**src/rtl/sync_fifo.sv**
```systemverilog
// Purpose : single-clock FIFO, 2**ADDR_WIDTH words, binary read/write pointers.
// Latency : 1 cycle i_rd -> o_data/o_valid; status flags update on the access edge.
// Backpr. : writes rejected while full (o_overflow pulse), reads rejected while empty
//           (o_underflow pulse); a rejected access changes no pointer or storage.
//
// Ports   : i_clk, i_rst_n (async, active low)
//           i_wr/i_data      write request and word
//           i_rd             read request
//           o_data/o_valid   registered read word, valid the cycle after an accepted read
//           o_full/o_empty/o_level   pointer-derived occupancy
//           o_overflow/o_underflow   one-cycle pulses after a rejected access
//           o_almost_full/o_almost_empty  threshold flags, built only with `FIFO_ALMOST_EN
//                                         (tied to 0 otherwise)
module sync_fifo #(
   parameter int DATA_WIDTH = 8,
   parameter int ADDR_WIDTH = 4,
   parameter int AF_LEVEL   = 12,
   parameter int AE_LEVEL   = 4
) (
   input  logic                  i_clk,
   input  logic                  i_rst_n,
   input  logic                  i_wr,
   input  logic [DATA_WIDTH-1:0] i_data,
   input  logic                  i_rd,
   output logic [DATA_WIDTH-1:0] o_data,
   output logic                  o_valid,
   output logic                  o_full,
   output logic                  o_empty,
   output logic [ADDR_WIDTH:0]   o_level,
   output logic                  o_overflow,
   output logic                  o_underflow,
   output logic                  o_almost_full,
   output logic                  o_almost_empty
);

   // Pointers carry one extra wrap bit so full and empty are distinguishable.
   logic [ADDR_WIDTH:0]   wr_ptr_q, wr_ptr_d;
   logic [ADDR_WIDTH:0]   rd_ptr_q, rd_ptr_d;
   logic [DATA_WIDTH-1:0] data_q, data_d;
   logic                  valid_q, valid_d;
   logic                  ovf_q, ovf_d;
   logic                  udf_q, udf_d;

   logic [DATA_WIDTH-1:0] mem [2**ADDR_WIDTH];

   logic                  full, empty, wr_acc, rd_acc;
   logic [ADDR_WIDTH:0]   level;

   always_comb begin
      level  = wr_ptr_q - rd_ptr_q;
      empty  = (wr_ptr_q == rd_ptr_q);
      full   = (wr_ptr_q[ADDR_WIDTH] != rd_ptr_q[ADDR_WIDTH]) &&
               (wr_ptr_q[ADDR_WIDTH-1:0] == rd_ptr_q[ADDR_WIDTH-1:0]);
      // Flags are judged on current state only: a read never bypasses a write
      // into an empty FIFO, and a write never uses the slot a read frees when full.
      wr_acc = i_wr && !full;
      rd_acc = i_rd && !empty;

      wr_ptr_d = wr_ptr_q + {{ADDR_WIDTH{1'b0}}, wr_acc};
      rd_ptr_d = rd_ptr_q + {{ADDR_WIDTH{1'b0}}, rd_acc};
      data_d   = rd_acc ? mem[rd_ptr_q[ADDR_WIDTH-1:0]] : data_q;
      valid_d  = rd_acc;
      ovf_d    = i_wr && full;
      udf_d    = i_rd && empty;
   end

   always_ff @(posedge i_clk or negedge i_rst_n) begin
      if (!i_rst_n) begin
         wr_ptr_q <= '0;
         rd_ptr_q <= '0;
         data_q   <= '0;
         valid_q  <= 1'b0;
         ovf_q    <= 1'b0;
         udf_q    <= 1'b0;
      end else begin
         wr_ptr_q <= wr_ptr_d;
         rd_ptr_q <= rd_ptr_d;
         data_q   <= data_d;
         valid_q  <= valid_d;
         ovf_q    <= ovf_d;
         udf_q    <= udf_d;
      end
   end

   // Storage is deliberately not reset; the pointers alone define contents.
   always_ff @(posedge i_clk) begin
      if (wr_acc) begin
         mem[wr_ptr_q[ADDR_WIDTH-1:0]] <= i_data;
      end
   end

   assign o_data      = data_q;
   assign o_valid     = valid_q;
   assign o_full      = full;
   assign o_empty     = empty;
   assign o_level     = level;
   assign o_overflow  = ovf_q;
   assign o_underflow = udf_q;

`ifdef FIFO_ALMOST_EN
   localparam logic [ADDR_WIDTH:0] AF_LVL = AF_LEVEL[ADDR_WIDTH:0];
   localparam logic [ADDR_WIDTH:0] AE_LVL = AE_LEVEL[ADDR_WIDTH:0];

   logic [ADDR_WIDTH:0] level_d;
   logic                af_q, af_d;
   logic                ae_q, ae_d;

   // Registered from next-state pointers so they move on the same edge as o_level.
   always_comb begin
      level_d = wr_ptr_d - rd_ptr_d;
      af_d    = (level_d >= AF_LVL);
      ae_d    = (level_d <= AE_LVL);
   end

   always_ff @(posedge i_clk or negedge i_rst_n) begin
      if (!i_rst_n) begin
         af_q <= 1'b0;
         ae_q <= 1'b1;
      end else begin
         af_q <= af_d;
         ae_q <= ae_d;
      end
   end

   assign o_almost_full  = af_q;
   assign o_almost_empty = ae_q;
`else
   // Thresholds only matter when the almost flags are built.
   logic unused_thr;
   assign unused_thr     = (AF_LEVEL > AE_LEVEL);
   assign o_almost_full  = 1'b0;
   assign o_almost_empty = 1'b0;
`endif

endmodule

```
**config.mk**
```make
export PLATFORM = sky130hd
export DESIGN_NAME = sync_fifo
export DESIGN_NICKNAME = d
export VERILOG_FILES = /design/src/rtl/sync_fifo.sv
export SDC_FILE = /design/constraint.sdc
export NUM_CORES = 1
export LEC_CHECK = 0
export BUFFER_PORTS_ARGS = -buffer_cell sky130_fd_sc_hd__buf_2
export CAP_MARGIN = 20
export CORE_AREA = 2 2 158 160
export DETAILED_ROUTE_END_ITERATION = 8
export DIE_AREA = 0 0 160 162
export PLACE_DENSITY_LB_ADDON = 0.3
export RECOVER_POWER = 100
export SYNTH_ARGS = -nofsm -noshare
export SYNTH_HDL_FRONTEND = slang
export SYNTH_SLANG_ARGS = --single-unit
```
**constraint.sdc**
```tcl
create_clock -name i_clk -period 4.1 [get_ports i_clk]
set_clock_uncertainty 0.1 [all_clocks]
set_input_delay 0.41 -clock i_clk [delete_from_list [all_inputs] [get_ports i_clk]]
set_output_delay 0.41 -clock i_clk [all_outputs]
set_load 0.01 [all_outputs]
```
==> flow_summary.json <==
{
  "critPathArrivalTime_ns": 3.26,
  "drive_above_1_share_pct": 14.8,
  "wl_per_cell_um": 19.0,
  "multi_input_area_sq_um": 1460,
  "post-route-util_pct": 29.3,
  "drv_cap": 0,
  "dp_slack_ns": 1.21,
  "ys_ff_latch": 149,
  "via_per_inst": 4.29,
  "firstDrtPassIters": 6,
  "track_usage_pct": 10.6,
  "grt_pass1_wl_um": 19800,
  "worstHoldStart": "i_rd",
  "cts_tree": "yes",
  "setup-tns-final_ns": 0,
  "via_count": 2956,
  "post_cts_resized": 0,
  "start_util_pct": 24.7,
  "hold_path_depth": 3,
  "fillers": 2426,
  "dpl_cell_area_sq_um": 6540,
  "path_max_fanout": 10,
  "antenna_found_initial": 1,
  "synth_warnings": 0,
  "port_buffers": 29,
  "avgSynthCellArea_sq_um": 19.9,
  "cts-htree-levels": 4,
  "ant_nets": 0,
  "dp_hpwl_um": 8200,
  "seq_area_frac_synth_pct": 73.3,
  "hold_end": "o_underflow",
  "grt_pass1_vias": 2986,
  "syn2layout_area_growth_pct": 18.6,
  "ctsLongestPathBuffers": 2,
  "powerDensity_nw_per_um2": 731,
  "cts-root-buf": "clkbuf_16",
  "end_kind": "flop",
  "clock_latency_ns": 0.41,
  "core_area_sq_um": 24100,
  "ctsHoldBuffers": 1,
  "clkTransAtPathRegs_ns": 0.06,
  "drv_slew": 0,
  "timing.final.crit_period_ns": 3.32,
  "netlist_area_sq_um": 5960,
  "antenna_cells": 0,
  "fp.dieW_um": 160,
  "netlist_instances": 300,
  "ys_types": 31,
  "hold_violations": 0,
  "dp.cells": 656,
  "drt_iter0_markers": 191,
  "reg2regPathDepth": 7,
  "die_y_um": 162,
  "fin_cells": 689,
  "slew_headroom_pct": 15.0,
  "grt_max_degree": 35,
  "post_cts_buffers": 0,
  "drt-total-wl_um": 13100,
  "holdWs_ns": 0.154,
  "layout_setup_ws_ns": 0.779,
  "final_nets": 373,
  "worst_pin_slew_ns": 1.28,
  "overflow": 0,
  "die_area_sq_um": 25900,
  "ios": 32,
  "leakage_nw": 2.35,
  "outcome": "finished clean",
  "total_power_mw": 5.17,
  "grt_setup_unrepaired": "false",
  "start_kind": "flop",
  "reg2reg_setup_slack_ns": 0.78,
  "row_count": 57,
  "fmaxAchievable_ghz": 0.301,
  "rr_startpoint": "rd_ptr_q[1]",
  "final_common_cell": "edfxtp_1",
  "cts_buffers": 17,
  "gp_congestion": 0.810,
  "period_share_pct": 81.0,
  "mostFrequentLayoutCells": "128 x edfxtp_1, 42 x clkbuf_1, 20 x dfrtp_1, 19 x mux4_1, 17 x clkbuf_16",
  "final_cell_area_sq_um": 7070,
  "setup_violations": 0,
  "cts_sinks": 149,
  "regArea_sq_um": 4370,
  "route.detailed.drc": 0,
  "crit_required_ns": 4.04,
  "peakVddDrop_uv": 326,
  "timing_worst_setup_path_type": "reg2reg",
  "r2r_end": "mem[6][4]",
  "min-delay-path-class": "in2reg"
}
==> synthesized netlist by cell type, drive strengths merged <==
cell / instances / area share [%]
edfxtp: 128 / 64
mux4: 32 / 13
dfrtp: 21 / 8.8
o22ai: 16 / 1.7
nor2: 14 / 0.88
a21oi: 11 / 0.99
inv: 11 / 0.69
buf: 10 / 1.4
ha: 8 / 1.7
mux2: 8 / 1.5
xnor2: 8 / 1.2
nor3: 5 / 0.42
nand3: 4 / 0.34
or3: 4 / 0.42
clkbuf: 3 / 0.19
nand2: 3 / 0.19
xor2: 3 / 0.44
a21o: 2 / 0.25
nand2b: 2 / 0.21
and3: 1 / 0.10
and4: 1 / 0.15
conb: 1 / 0.063
fa: 1 / 0.34
nand4: 1 / 0.10
o211ai: 1 / 0.13
o21ai: 1 / 0.084
==> power breakdown <==
group,switching [mW],total [mW],internal (mW)
Clock,0.597,1.61,1.02
Combinational,0.878,1.54,0.660
Sequential,0.129,2.01,1.88
==> logic make-up after synthesis <==
kind of cell | after synthesis | synth area share (%)
flip-flops | 149 | 73.3
XOR/XNOR | 11 | 1.62
multiplexers | 40 | 14.8
AO/OA/AOI/OAI | 31 | 3.13
buffers and inverters | 24 | 2.33
AND/OR/NAND/NOR | 35 | 2.81
other | 1 | 0.0629
adder cells (fa/ha/maj) | 9 | 2.01
==> sequential cells by signal (all words and copies together), names as in the netlist <==
name	count
mem	128
o_underflow	1
o_valid	1
o_overflow	1
rd_ptr_q	5
wr_ptr_q	5
o_data	8
==> metal layers <==
metal  vias up  global-route usage [%]  wire (um)
li1       1324                       -          -
met1      1549                    13.9       6000
met2        67                    17.2       6330
met3        14                    3.27        635
met4         2                    2.87        144
met5         -                       0         13
==> layout make-up <==
type / count / area share, %
sequential: 149 / 61.8
multi-input combinational: 128 / 20.6
clock buffer: 19 / 6.12
tap: 324 / 5.73
timing repair buffer: 45 / 2.62
clock inverter: 13 / 2.55
inverter: 11 / 0.584
==> critical path: stages, from the launching register on <==
cell and delay (ns):
dfrtp_1 0.43, inv_1 0.41, ha_1 0.37, nand4_1 0.19, o21ai_0 0.24, or3_1 0.45, nor2_1 0.13, clkbuf_1 0.62
==> how the worst max path moves through the flow <==
stage | endpoint | slack (ns) | startpoint | cells past startpoint
final | mem[6][4] | 0.78 | rd_ptr_q[1] | 7
after CTS | mem[11][6] | 1.17 | rd_ptr_q[1] | 6
after global routing | mem[6][5] | 0.50 | rd_ptr_q[1] | 7
after floorplan | mem[3][0] | 1.19 | rd_ptr_q[3] | 8
after detailed placement | mem[10][3] | 1.21 | rd_ptr_q[1] | 6
after global placement | mem[10][5] | 1.29 | rd_ptr_q[1] | 6
(Power assumes the default switching activity.)
